File: src/rtl/bus_pkg.sv
// Shared types and default sizing for the bus arbiter slice.
package bus_pkg;

  typedef enum logic {
    IDLE = 1'b0,
    OWN  = 1'b1
  } state_e;

  localparam int DEF_NUM_MASTERS    = 3;
  localparam int DEF_ADDR_W         = 8;
  localparam int DEF_DATA_W         = 8;
  localparam int DEF_TIMEOUT_CYCLES = 255;

endpackage

File: src/rtl/rr_picker.sv
// Combinational round-robin selector: first requester after last_owner wins.
module rr_picker
  import bus_pkg::*;
#(
  parameter int N = DEF_NUM_MASTERS
) (
  input  logic [N-1:0]         req,
  input  logic [$clog2(N)-1:0] last_owner,
  output logic [N-1:0]         gnt,
  output logic [$clog2(N)-1:0] gnt_idx,
  output logic                 gnt_valid
);

  localparam int IW = $clog2(N);

  int cand;

  // Walk the ring starting one past the last owner; the first hit is the winner.
  always_comb begin
    gnt       = '0;
    gnt_idx   = '0;
    gnt_valid = 1'b0;
    cand      = 0;
    for (int k = 1; k <= N; k++) begin
      cand = (int'(last_owner) + k) % N;
      if (!gnt_valid && req[cand]) begin
        gnt_valid  = 1'b1;
        gnt[cand]  = 1'b1;
        gnt_idx    = IW'(cand);
      end
    end
  end

endmodule

File: src/rtl/bus_arbiter.sv
// Round-robin bus arbiter for NUM_MASTERS masters onto one slave port.
// Optional slave-wait timeout enabled by defining BUS_TIMEOUT_EN.
//
// state | meaning
// IDLE  | no owner; arbitrate among pending requests this cycle
// OWN   | owner's transfer presented on the bus; wait for bus_ready (or timeout)
module bus_arbiter
  import bus_pkg::*;
#(
  parameter int NUM_MASTERS    = DEF_NUM_MASTERS,
  parameter int ADDR_W         = DEF_ADDR_W,
  parameter int DATA_W         = DEF_DATA_W,
  parameter int TIMEOUT_CYCLES = DEF_TIMEOUT_CYCLES
) (
  input  logic                                clk_sys,
  input  logic                                rst_n,
  input  logic [NUM_MASTERS-1:0]              m_req,
  input  logic [NUM_MASTERS-1:0][ADDR_W-1:0]  m_addr,
  input  logic [NUM_MASTERS-1:0][DATA_W-1:0]  m_wdata,
  input  logic [NUM_MASTERS-1:0]              m_we,
  output logic [NUM_MASTERS-1:0]              m_grant,
  output logic [NUM_MASTERS-1:0]              m_ack,
  output logic [DATA_W-1:0]                   m_rdata,
  output logic                                m_err,
  output logic                                bus_valid,
  output logic [ADDR_W-1:0]                   bus_addr,
  output logic [DATA_W-1:0]                   bus_wdata,
  output logic                                bus_we,
  input  logic                                bus_ready,
  input  logic [DATA_W-1:0]                   bus_rdata
);

  localparam int IW = $clog2(NUM_MASTERS);

  state_e                 state_q, state_d;
  logic [IW-1:0]          last_owner_q, last_owner_d;
  logic [NUM_MASTERS-1:0] grant_q, grant_d;
  logic [NUM_MASTERS-1:0] ack_q, ack_d;
  logic [DATA_W-1:0]      rdata_q, rdata_d;
  logic                   valid_q, valid_d;
  logic [ADDR_W-1:0]      addr_q, addr_d;
  logic [DATA_W-1:0]      wdata_q, wdata_d;
  logic                   we_q, we_d;
  logic                   tmo_hit;

  logic [NUM_MASTERS-1:0] req_eff;
  logic [NUM_MASTERS-1:0] pick_gnt;
  logic [IW-1:0]          pick_idx;
  logic                   pick_valid;

  // The master just acked may still hold m_req this cycle; keep it out of the race.
  assign req_eff = m_req & ~ack_q;

  rr_picker #(.N(NUM_MASTERS)) u_picker (
    .req        (req_eff),
    .last_owner (last_owner_q),
    .gnt        (pick_gnt),
    .gnt_idx    (pick_idx),
    .gnt_valid  (pick_valid)
  );

`ifdef BUS_TIMEOUT_EN
  localparam int TW = $clog2(TIMEOUT_CYCLES + 1);
  logic [TW-1:0] tmo_cnt_q, tmo_cnt_d;
  logic          err_q, err_d;

  assign tmo_hit = (tmo_cnt_q == '0);
  assign m_err   = err_q;

  // Timeout down-counter and error flag registers.
  always_ff @(posedge clk_sys or negedge rst_n) begin
    if (!rst_n) begin
      tmo_cnt_q <= '0;
      err_q     <= 1'b0;
    end else begin
      tmo_cnt_q <= tmo_cnt_d;
      err_q     <= err_d;
    end
  end
`else
  logic unused_tmo;
  assign unused_tmo = (TIMEOUT_CYCLES > 0);
  assign tmo_hit    = 1'b0;
  assign m_err      = 1'b0;
`endif

  // State and registered output flops.
  always_ff @(posedge clk_sys or negedge rst_n) begin
    if (!rst_n) begin
      state_q      <= IDLE;
      last_owner_q <= IW'(NUM_MASTERS - 1);
      grant_q      <= '0;
      ack_q        <= '0;
      rdata_q      <= '0;
      valid_q      <= 1'b0;
      addr_q       <= '0;
      wdata_q      <= '0;
      we_q         <= 1'b0;
    end else begin
      state_q      <= state_d;
      last_owner_q <= last_owner_d;
      grant_q      <= grant_d;
      ack_q        <= ack_d;
      rdata_q      <= rdata_d;
      valid_q      <= valid_d;
      addr_q       <= addr_d;
      wdata_q      <= wdata_d;
      we_q         <= we_d;
    end
  end

  // Next-state: claim the bus on any request, release on completion or timeout.
  always_comb begin
    state_d = state_q;
    case (state_q)
      IDLE: if (pick_valid) state_d = OWN;
      OWN:  if (bus_ready || tmo_hit) state_d = IDLE;
    endcase
  end

  // Output/datapath: latch the winner's bus signals at grant, finish the transfer on exit.
  always_comb begin
    last_owner_d = last_owner_q;
    grant_d      = grant_q;
    ack_d        = '0;
    rdata_d      = rdata_q;
    valid_d      = valid_q;
    addr_d       = addr_q;
    wdata_d      = wdata_q;
    we_d         = we_q;
`ifdef BUS_TIMEOUT_EN
    tmo_cnt_d    = tmo_cnt_q;
    err_d        = 1'b0;
`endif
    case (state_q)
      IDLE: begin
        if (pick_valid) begin
          last_owner_d = pick_idx;
          grant_d      = pick_gnt;
          valid_d      = 1'b1;
          addr_d       = m_addr[pick_idx];
          wdata_d      = m_wdata[pick_idx];
          we_d         = m_we[pick_idx];
`ifdef BUS_TIMEOUT_EN
          tmo_cnt_d    = TW'(TIMEOUT_CYCLES - 1);
`endif
        end
      end
      OWN: begin
        if (bus_ready) begin
          ack_d   = grant_q;
          grant_d = '0;
          valid_d = 1'b0;
          if (!we_q) rdata_d = bus_rdata;
        end else if (tmo_hit) begin
          ack_d   = grant_q;
          grant_d = '0;
          valid_d = 1'b0;
          rdata_d = '1;
`ifdef BUS_TIMEOUT_EN
          err_d   = 1'b1;
`endif
        end else begin
`ifdef BUS_TIMEOUT_EN
          tmo_cnt_d = tmo_cnt_q - 1'b1;
`endif
        end
      end
    endcase
  end

  assign m_grant   = grant_q;
  assign m_ack     = ack_q;
  assign m_rdata   = rdata_q;
  assign bus_valid = valid_q;
  assign bus_addr  = addr_q;
  assign bus_wdata = wdata_q;
  assign bus_we    = we_q;

endmodule

File: config.mk
export PLATFORM = sky130hd
export DESIGN_NAME = bus_arbiter
export DESIGN_NICKNAME = d
export VERILOG_FILES = /design/src/rtl/bus_pkg.sv /design/src/rtl/rr_picker.sv /design/src/rtl/bus_arbiter.sv
export SDC_FILE = /design/constraint.sdc
export NUM_CORES = 1
export LEC_CHECK = 0
export CAP_MARGIN = 20
export CORE_ASPECT_RATIO = 1.75
export CORE_UTILIZATION = 28
export CTS_BUF_LIST = sky130_fd_sc_hd__clkbuf_4 sky130_fd_sc_hd__clkbuf_8
export CTS_CLUSTER_DIAMETER = 150
export DETAILED_ROUTE_END_ITERATION = 8
export PLACE_DENSITY_LB_ADDON = 0.05
export SETUP_SLACK_MARGIN = 0.05
export SLEW_MARGIN = 15
export SYNTH_ARGS = -nofsm -noshare
export SYNTH_HDL_FRONTEND = slang
export SYNTH_HIERARCHICAL = 1
export SYNTH_SLANG_ARGS = --single-unit
File: constraint.sdc
create_clock -name clk_sys -period 2.1 [get_ports clk_sys]
set_input_delay 0.525 -clock clk_sys [delete_from_list [all_inputs] [get_ports clk_sys]]
set_output_delay 0.525 -clock clk_sys [all_outputs]
set_load 0.02 [all_outputs]
Yosys cells after proc, flatten, opt, wreduce, memory -nomap -nowiden
Index checks and enable logic that the tools add are counted.

Output and inout port bits: 33. Logic and storage cells: 81. Register bits after elaboration: 35. Input port bits: 65.

Order comparisons: 7. Divide/modulo/power cells: 3. Mux-type cells: 41. Equality and inequality tests: 2. Bitwise logic cells: 6. $add $sub $neg: 3. Reduce and logical (&&, ||, !) cells: 10.

Operator list (number): $ge A32 B1 Y1 const B (3); $lt A32 B4 Y1 const B (3); $mod A32 B3 Y32 const B (3); $bmux W8 S2 (2); $mux W3 (7); $mux W1 (17); $mux W8 (2); $bmux W1 S2 (4); $add A2 B2 Y3 const B (2); $demux W1 S2 (3); $mux W2 (3); $or A3 B3 Y3 (2); $pmux W3 S2 (1); $logic_and A1 B1 Y1 (5); $ne A2 B2 Y1 const B (2); $pmux W1 S2 (2); $reduce_and A2 Y1 (2); $add A2 B1 Y3 const B (1); $and A3 B3 Y3 (1); $lt A2 B3 Y1 const B (1); $not A3 Y3 (1); $reduce_and A3 Y1 (1); $logic_not A1 Y1 (2); $not A1 Y1 (2).

Longest topological paths before layout
Gate-level depths: netlist of run 1.

Depth in word-level cells: 14. Mapped depth: 13. Mapped depth without buffers: 9.

By module
The synthesis of run 1 kept the hierarchy.

Modules (own cells, without submodules): bus_arbiter (instances 1, sequential area each 877.1 sq um, cells an instance 166, area an instance 1745.4 sq um); rr_picker (instances 1, sequential area each 0.0 sq um, cells an instance 40, area an instance 281.5 sq um).

Worst setup path after synthesis of run 1
OpenSTA, ideal clock, no wires.

Path kind: flip-flop to flip-flop. Start: reg last_owner_q[1]. End: reg last_owner_q[0]. Buffers on the path: 3. Period minus slack after synthesis: 2.311 ns. Path slack: -0.211 ns. Setup time: 0.125 ns. Arrival time: 2.186 ns. Data required time: 1.975 ns. Cell stages (with the launch flop): 11. Path through: dfstp_2 ha_1 buf_4 nand2b_1 a21bo_1 nand3_1 nand2b_1 clkbuf_2 nor2b_1 buf_4 mux2_2.

Word-level cells in the longest chain between the ends: 13. Elaborated cells between the ends (all ways): 26. Those cells by class: add/sub: 3; div: 3; mux: 15; reduce/logical: 5.

RTL lines: start, declared (line bus_arbiter.sv:36) `logic [IW-1:0] last_owner_q, last_owner_d;`; start signal, assigned (line bus_arbiter.sv:91) `last_owner_q <= IW'(NUM_MASTERS - 1);`; start signal, assigned (line bus_arbiter.sv:101) `last_owner_q <= last_owner_d;`; $add A2 B1 Y3 (line rr_picker.sv:25) `cand = (int'(last_owner) + k) % N;`; $mod A32 B3 Y32 (line rr_picker.sv:25); $bmux W1 S2 (line rr_picker.sv:26) `if (!gnt_valid && req[cand]) begin`; $mux W1 (not written as such) (2 in a row) (line rr_picker.sv:26); $mux W1 (line rr_picker.sv:26); $logic_not A1 Y1 (line rr_picker.sv:26); $logic_and A1 B1 Y1 (line rr_picker.sv:26); $mux W1 (line rr_picker.sv:26); $logic_not A1 Y1 (line rr_picker.sv:26); $logic_and A1 B1 Y1 (line rr_picker.sv:26); $mux W1 * (line rr_picker.sv:26); via pick_valid (line bus_arbiter.sv:49) `logic pick_valid;`; $reduce_and A2 Y1 (no source line) *.

Mark *: on every way through the listed nets, which the timed path passes. The rest lies on a longest branch. The select of a mux whose other input is x is not followed. A chain may end at the register's enable or synchronous reset.

Final worst setup path of run 1
Start: reg last_owner_q[1]. End: reg last_owner_q[1].

Same word-level chain as after synthesis.

==> results of run 1 <==
-- logic make-up after synthesis --
family	after synthesis	synth area share (%)
and+or+nand+nor	75	18.6
AOI/OAI and AO/OA	38	12.3
DFF	35	43.3
muxes	33	17.0
buffers and inverters	20	6.17
adders and majority gates	4	2.47
other	1	0.185
-- final timing paths --
path / end / slack, ns / depth (start not counted)
setup / recovery: last_owner_q[1] / -0.20 / 9
hold / removal: bus_addr[3] / 0.27 / 2
setup reg to reg: last_owner_q[1] / -0.20 / 9
hold reg to reg: bus_wdata[6] / 0.50 / 1
max in group asynchronous: last_owner_q[1] / 1.49 / 2
min in group clk_sys: bus_wdata[6] / 0.50 / 1
-- cell type report --
class	instances	area, sq um	share of cell area [%]
inverters	6	22.5	0.600
well taps	84	105	2.80
clock inverters	2	60.1	1.60
multi-input cells	151	1250	33.2
clock buffers	6	76.3	2.03
flip-flops and latches	35	877	23.4
repair buffers	132	1370	36.4
-- metal layers --
layer / GRT usage (%) / share of wire, % / up-vias
met5: 0 / 0 / -
met4: 5.67 / 1.8 / 0
met3: 3.09 / 4.2 / 9
met2: 31.0 / 56 / 59
met1: 19.0 / 38 / 920
li1: - / - / 956
-- synthesized netlist by cell type, types with 2 or more instances --
cell / instances
and3_1: 3
mux2_2: 12
mux2i_1: 21
clkbuf_2: 2
nor2b_1: 6
nand3_1: 2
o31ai_1: 2
nand2b_1: 4
nor2_1: 17
dfrtp_1: 34
or2_2: 10
nand2_1: 22
buf_4: 5
inv_1: 6
or2_0: 7
o22ai_1: 2
a21oi_1: 3
ha_1: 4
a31oi_1: 17
o21ai_0: 4
o21bai_1: 2
buf_2: 4
-- through the flow --
step                instances  hold WS, ns  instance area (sq um)  TNS, ns
global placement          398        0.475                   3280   -11.51
detailed placement        398        0.483                   3280   -11.93
finish                    416        0.267                   3750    -3.04
CTS                       407        0.290                   3500    -2.65
floorplan                 206        0.229                   2090    -1.58
global route              416        0.304                   3750    -5.30
-- cell usage in the layout, fill, tap and decap left out, drive strengths merged, types with 2 or more instances in the layout --
cell,Yosys,layout
a21boi,2,2
a21oi,3,3
a31oi,17,17
and3,3,3
buf,11,33
bufinv,0,2
clkbuf,3,10
clkdlybuf4s50,0,92
dfrtp,34,34
dlygate4sd2,0,2
ha,4,4
inv,6,6
mux2,12,12
mux2i,21,21
nand2,22,22
nand2b,4,4
nand3,2,2
nor2,17,17
nor2b,6,6
o21ai,4,4
o21bai,2,2
o22ai,2,2
o31ai,2,2
or2,17,17
-- sequential cells by signal (all words and copies together), names as in the netlist --
| register | count |
|---|---|
| last_owner_q | 2 |
| m_ack | 3 |
| m_grant | 3 |
| state_q | 1 |
| bus_valid | 1 |
| bus_addr | 8 |
| m_rdata | 8 |
| bus_we | 1 |
| bus_wdata | 8 |
-- power groups by stage --
stage,combinational [mW],sequential (mW),clock [mW]
floorplan,1.66,1.52,0
global placement,3.33,1.21,0
detailed placement,3.34,1.22,0
CTS,3.49,1.22,0.751
global route,4.31,1.27,0.783
finish,4.03,1.22,0.733
-- repair_timing --
item	4_1_cts	5_1_grt
hold endpoints to repair	0	0
setup buffers	2	6
pin swaps	7	31
endpoints found under the setup margin	24	24
cloned	0	4
resized for setup	20	34
==> impl_metrics.toml, run 1 <==
[clocking]
worstSkewPairLatency_ns = 0.29
cts_buffers = 5
hold_buffers = 0
cts_tree = "done"
cts.clk_slew.worst_paths_ns = 0.07
root_buffer = "clkbuf_8"
htree_num_levels = 2
cts.sinks = 35
clockBufferDepth = 2

[critical_path]
worst-path-buf-inv = 2
crit_required_ns = 2.31
worstSetupStartpointType = "flop"
cp.arrival_ns = 2.50
crit_top_cell = "nand2b_4"
path_delay_family = "flip-flops"
startpoint = "last_owner_q[1]"
critPathSlowestCell = "dfstp_2"
r2r_start = "last_owner_q[1]"
slowest_delay_ns = 0.60
crit_chain = "ha_4, nand2b_4, a21bo_1, buf_4, nand3_4, nand2b_4, nor2b_4, buf_12, mux2_2"
path_max_fanout = 7
crit_type = "reg2reg"
endpoint_kind = "flop"

[detailed_routing]
vias = 1944
post_drt_wl_per_cell_um = 14.9
wl_um = 6180
dr.pass1.iters = 6
vias_per_cell = 4.67
drc = 0
ant_nets = 0
drtIter0Drc = 48

[synth]
yosysWarningCount = 6
synthTopCellsByArea = "dfrtp_1 (42%), mux2i_1 (10%), mux2_2 (6.7%)"
yosysSeqAreaShare_pct = 43.3
synth_flop_cell = "dfrtp_1"
synthesis.nets = 275
syn_area_sq_um = 2030
avgSynthCellArea_sq_um = 9.84
synth_seq_cells = 35
synth_edf_count = 0
syn-instance-count = 206
synth_cell_types = 39
synth_top_area_share_pct = 42.0
async_flop_share_pct = 100
synth_top_area_cell = "dfrtp_1"

[place]
numPortBuffers = 96
place_ws_ns = -0.554
place_congestion = 0.759
dpl.hpwl_um = 4380

[status]
violations = "negative setup slack"
outcome = "finished with violations"

[final_layout]
fin_util_pct = 54.3
fillCellCount = 644
fin_nets = 400
syn2layout_area_growth_pct = 85.2
drive_gt1_share_pct = 31.0
antennaDiodeCount = 0

[power]
power_density_nw_per_um2 = 1590
intPower_mw = 3.74
p_leak_nw = 1.61
clock_power_share_pct = 12.2
p_seq_share_pct = 20.4
combPwrFrac_pct = 67.3
totalPowerFinal_mw = 5.98
switchingPower_mw = 2.24
peakVddDrop_uv = 750
power_switching_share_pct = 37.4

[grt]
overflow = 0
grt_max_degree = 36
grt_pass1_vias = 2030
grt_pass1_wl_um = 9740
antenna_found_initial = 0
grt_usage_pct = 16.9

[timing]
setup_viol = 20
drv_slew = 0
hold_viol_final = 0
layout_setup_ws_ns = -0.196
rsz0062_at_grt = "yes"
max_freq_ghz = 0.436
period_share_pct = 109
fin_skew_ns = 0.00801
period_needed_ns = 2.30

[floorplanning]
dieArea_sq_um = 7600
initial_core_util_pct = 29.3
die_w_um = 66.3
fp.coreArea_sq_um = 6910
io-pin-count = 98
rows = 40
die_y_um = 115

[flow_run]
maxCapViolations = 0

[min_path]
hp-class = "in2async"
Note: power is estimated with default switching activity, not from simulation.
==> inputs of run 2 (changes only) <==
Settings changed: DONT_BUFFER_PORTS set to 1, MAX_ROUTING_LAYER set to met4.
==> run 2 against run 1 <==
The run still ends with negative setup slack left. Worst setup slack improved by 0.048 ns. First-iteration DRC count is 6.3% higher. Critical path depth is the same. Clock power decreased by 18%. Sequential cell count is the same. Global-route usage fell by 0.76 points. Total power down 16%. Fmax rose by 2.1%. Final area fell by 28%. Final cell count down 23%. Non-clock buffer count fell by 95. Sequential power grew 32%. Largest cell class is now multi-input gates.
==> impl_metrics.toml, run 2 (same netlist as run 1, synthesis figures left out) <==
[status]
outcome = "finished with violations"
violations = "negative setup slack"

[timing]
layout_setup_ws_ns = -0.148
hold_viol_final = 0
setup_viol = 19
max_freq_ghz = 0.445
period_needed_ns = 2.25
drv_slew = 0
period_share_pct = 107
rsz0062_at_grt = "yes"
fin_skew_ns = 0.0120

[detailed_routing]
vias_per_cell = 5.07
dr.pass1.iters = 4
drtIter0Drc = 51
wl_um = 5640
vias = 1634
drc = 0
ant_nets = 0
post_drt_wl_per_cell_um = 17.5

[place]
dpl.hpwl_um = 3850
numPortBuffers = 0
place_ws_ns = -0.325
place_congestion = 0.767
placed_cell_area_sq_um = 2280

[floorplanning]
initial_core_util_pct = 29.3
io-pin-count = 98
die_y_um = 115
dieArea_sq_um = 7600
die_w_um = 66.3
fp.coreArea_sq_um = 6910
rows = 40

[critical_path]
crit_required_ns = 2.29
crit_type = "reg2reg"
path_max_fanout = 10
endpoint_kind = "flop"
cp.arrival_ns = 2.44
worstSetupStartpointType = "flop"

[clocking]
root_buffer = "clkbuf_8"
clockBufferDepth = 2
cts.clk_slew.worst_paths_ns = 0.08
cts.sinks = 35
cts_tree = "done"
cts_buffers = 5
htree_num_levels = 2
worstSkewPairLatency_ns = 0.29

[min_path]
hp-class = "in2async"

[grt]
grt_max_degree = 35
overflow = 0
grt_pass1_wl_um = 8890
grt_pass1_vias = 1800
antenna_found_initial = 0
grt_usage_pct = 16.1

[final_layout]
syn2layout_area_growth_pct = 33.6
final_cell_mix = "dfrtp_1 (34), buf_4 (28), mux2i_1 (21)"
fin_util_pct = 39.2
fin_nets = 306
antennaDiodeCount = 0
fillCellCount = 717
layout_commonest_cell = "dfrtp_1"
drive_gt1_share_pct = 39.5
design_area_sq_um = 2710

[power]
p_leak_nw = 1.18
power_density_nw_per_um2 = 1860
peakVddDrop_uv = 741

[flow_run]
maxCapViolations = 0
run 2: changes by cell type in the layout (fill, tap and decap cells not counted), sizes merged:
cell and delta:
clkinv +2, clkdlybuf4s50 -92, dlymetal6s2s -1, buf +3, and2b +1, bufinv -1, clkbuf -4, dlygate4sd2 -2
run 2: layout make-up:
cell class / count / area (sq um) / share of cell area [%]
multi-input combinational: 152 / 1210 / 44.8
sequential: 35 / 877 / 32.4
timing repair buffer: 37 / 377 / 13.9
tap: 84 / 105 / 3.88
clock buffer: 5 / 68.8 / 2.54
clock inverter: 3 / 43.8 / 1.62
inverter: 6 / 22.5 / 0.832
run 2: power by group:
group / internal, mW / total, mW / switching, mW
Sequential: 1.00 / 1.61 / 0.611
Combinational: 1.58 / 2.82 / 1.24
Clock: 0.353 / 0.604 / 0.250
run 2: final timing paths:
path | startpoint | cells past startpoint | slack (ns) | end
worst max-delay path | last_owner_q[1] | 9 | -0.15 | bus_addr[5]
worst min-delay path | rst_n | 1 | 0.07 | bus_addr[0]
max in group asynchronous | rst_n | 1 | 1.84 | bus_addr[5]
worst min register to register | last_owner_q[0] | 2 | 0.66 | last_owner_q[0]
worst max register to register | last_owner_q[1] | 9 | -0.15 | bus_addr[5]
min in group clk_sys | bus_ready | 1 | 0.34 | bus_valid
run 2: critical path: stages (launching register included):
cell	delay [ns]
dfstp_2	0.60
ha_4	0.24
nand2b_4	0.15
a21bo_4	0.22
nand4_1	0.10
a21oi_2	0.10
buf_12	0.15
and2b_4	0.34
nand2_1	0.08
a31oi_1	0.18
run 2: metrics by stage:
stage	hold WS [ns]	TNS, ns	instances	total power, mW
final	0.0683	-2.22	322	5.03
after global routing	0.0604	-4.20	322	5.39
after CTS	0.0623	-2.29	318	4.87
after detailed placement	0.231	-5.37	299	3.72
after global placement	0.231	-5.22	299	3.66
after floorplan	0.229	-1.58	206	3.18
run 2: metal layers:
layer | track usage [%] | routed length (um) | vias up
met1 | 16.3 | 1990 | 798
met5 | - | 0 | -
met2 | 29.6 | 3270 | 56
li1 | - | - | 770
met4 | 6.52 | 118 | 0
met3 | 2.79 | 264 | 10
run 2: timing repair:
action                     CTS  global route
gates resized for setup     27            14
setup buffers                8             3
gates cloned                 2             1
hold endpoints to repair    34             0
setup endpoints to repair   21            23
pin swaps                   10             8
hold buffers                 1             0
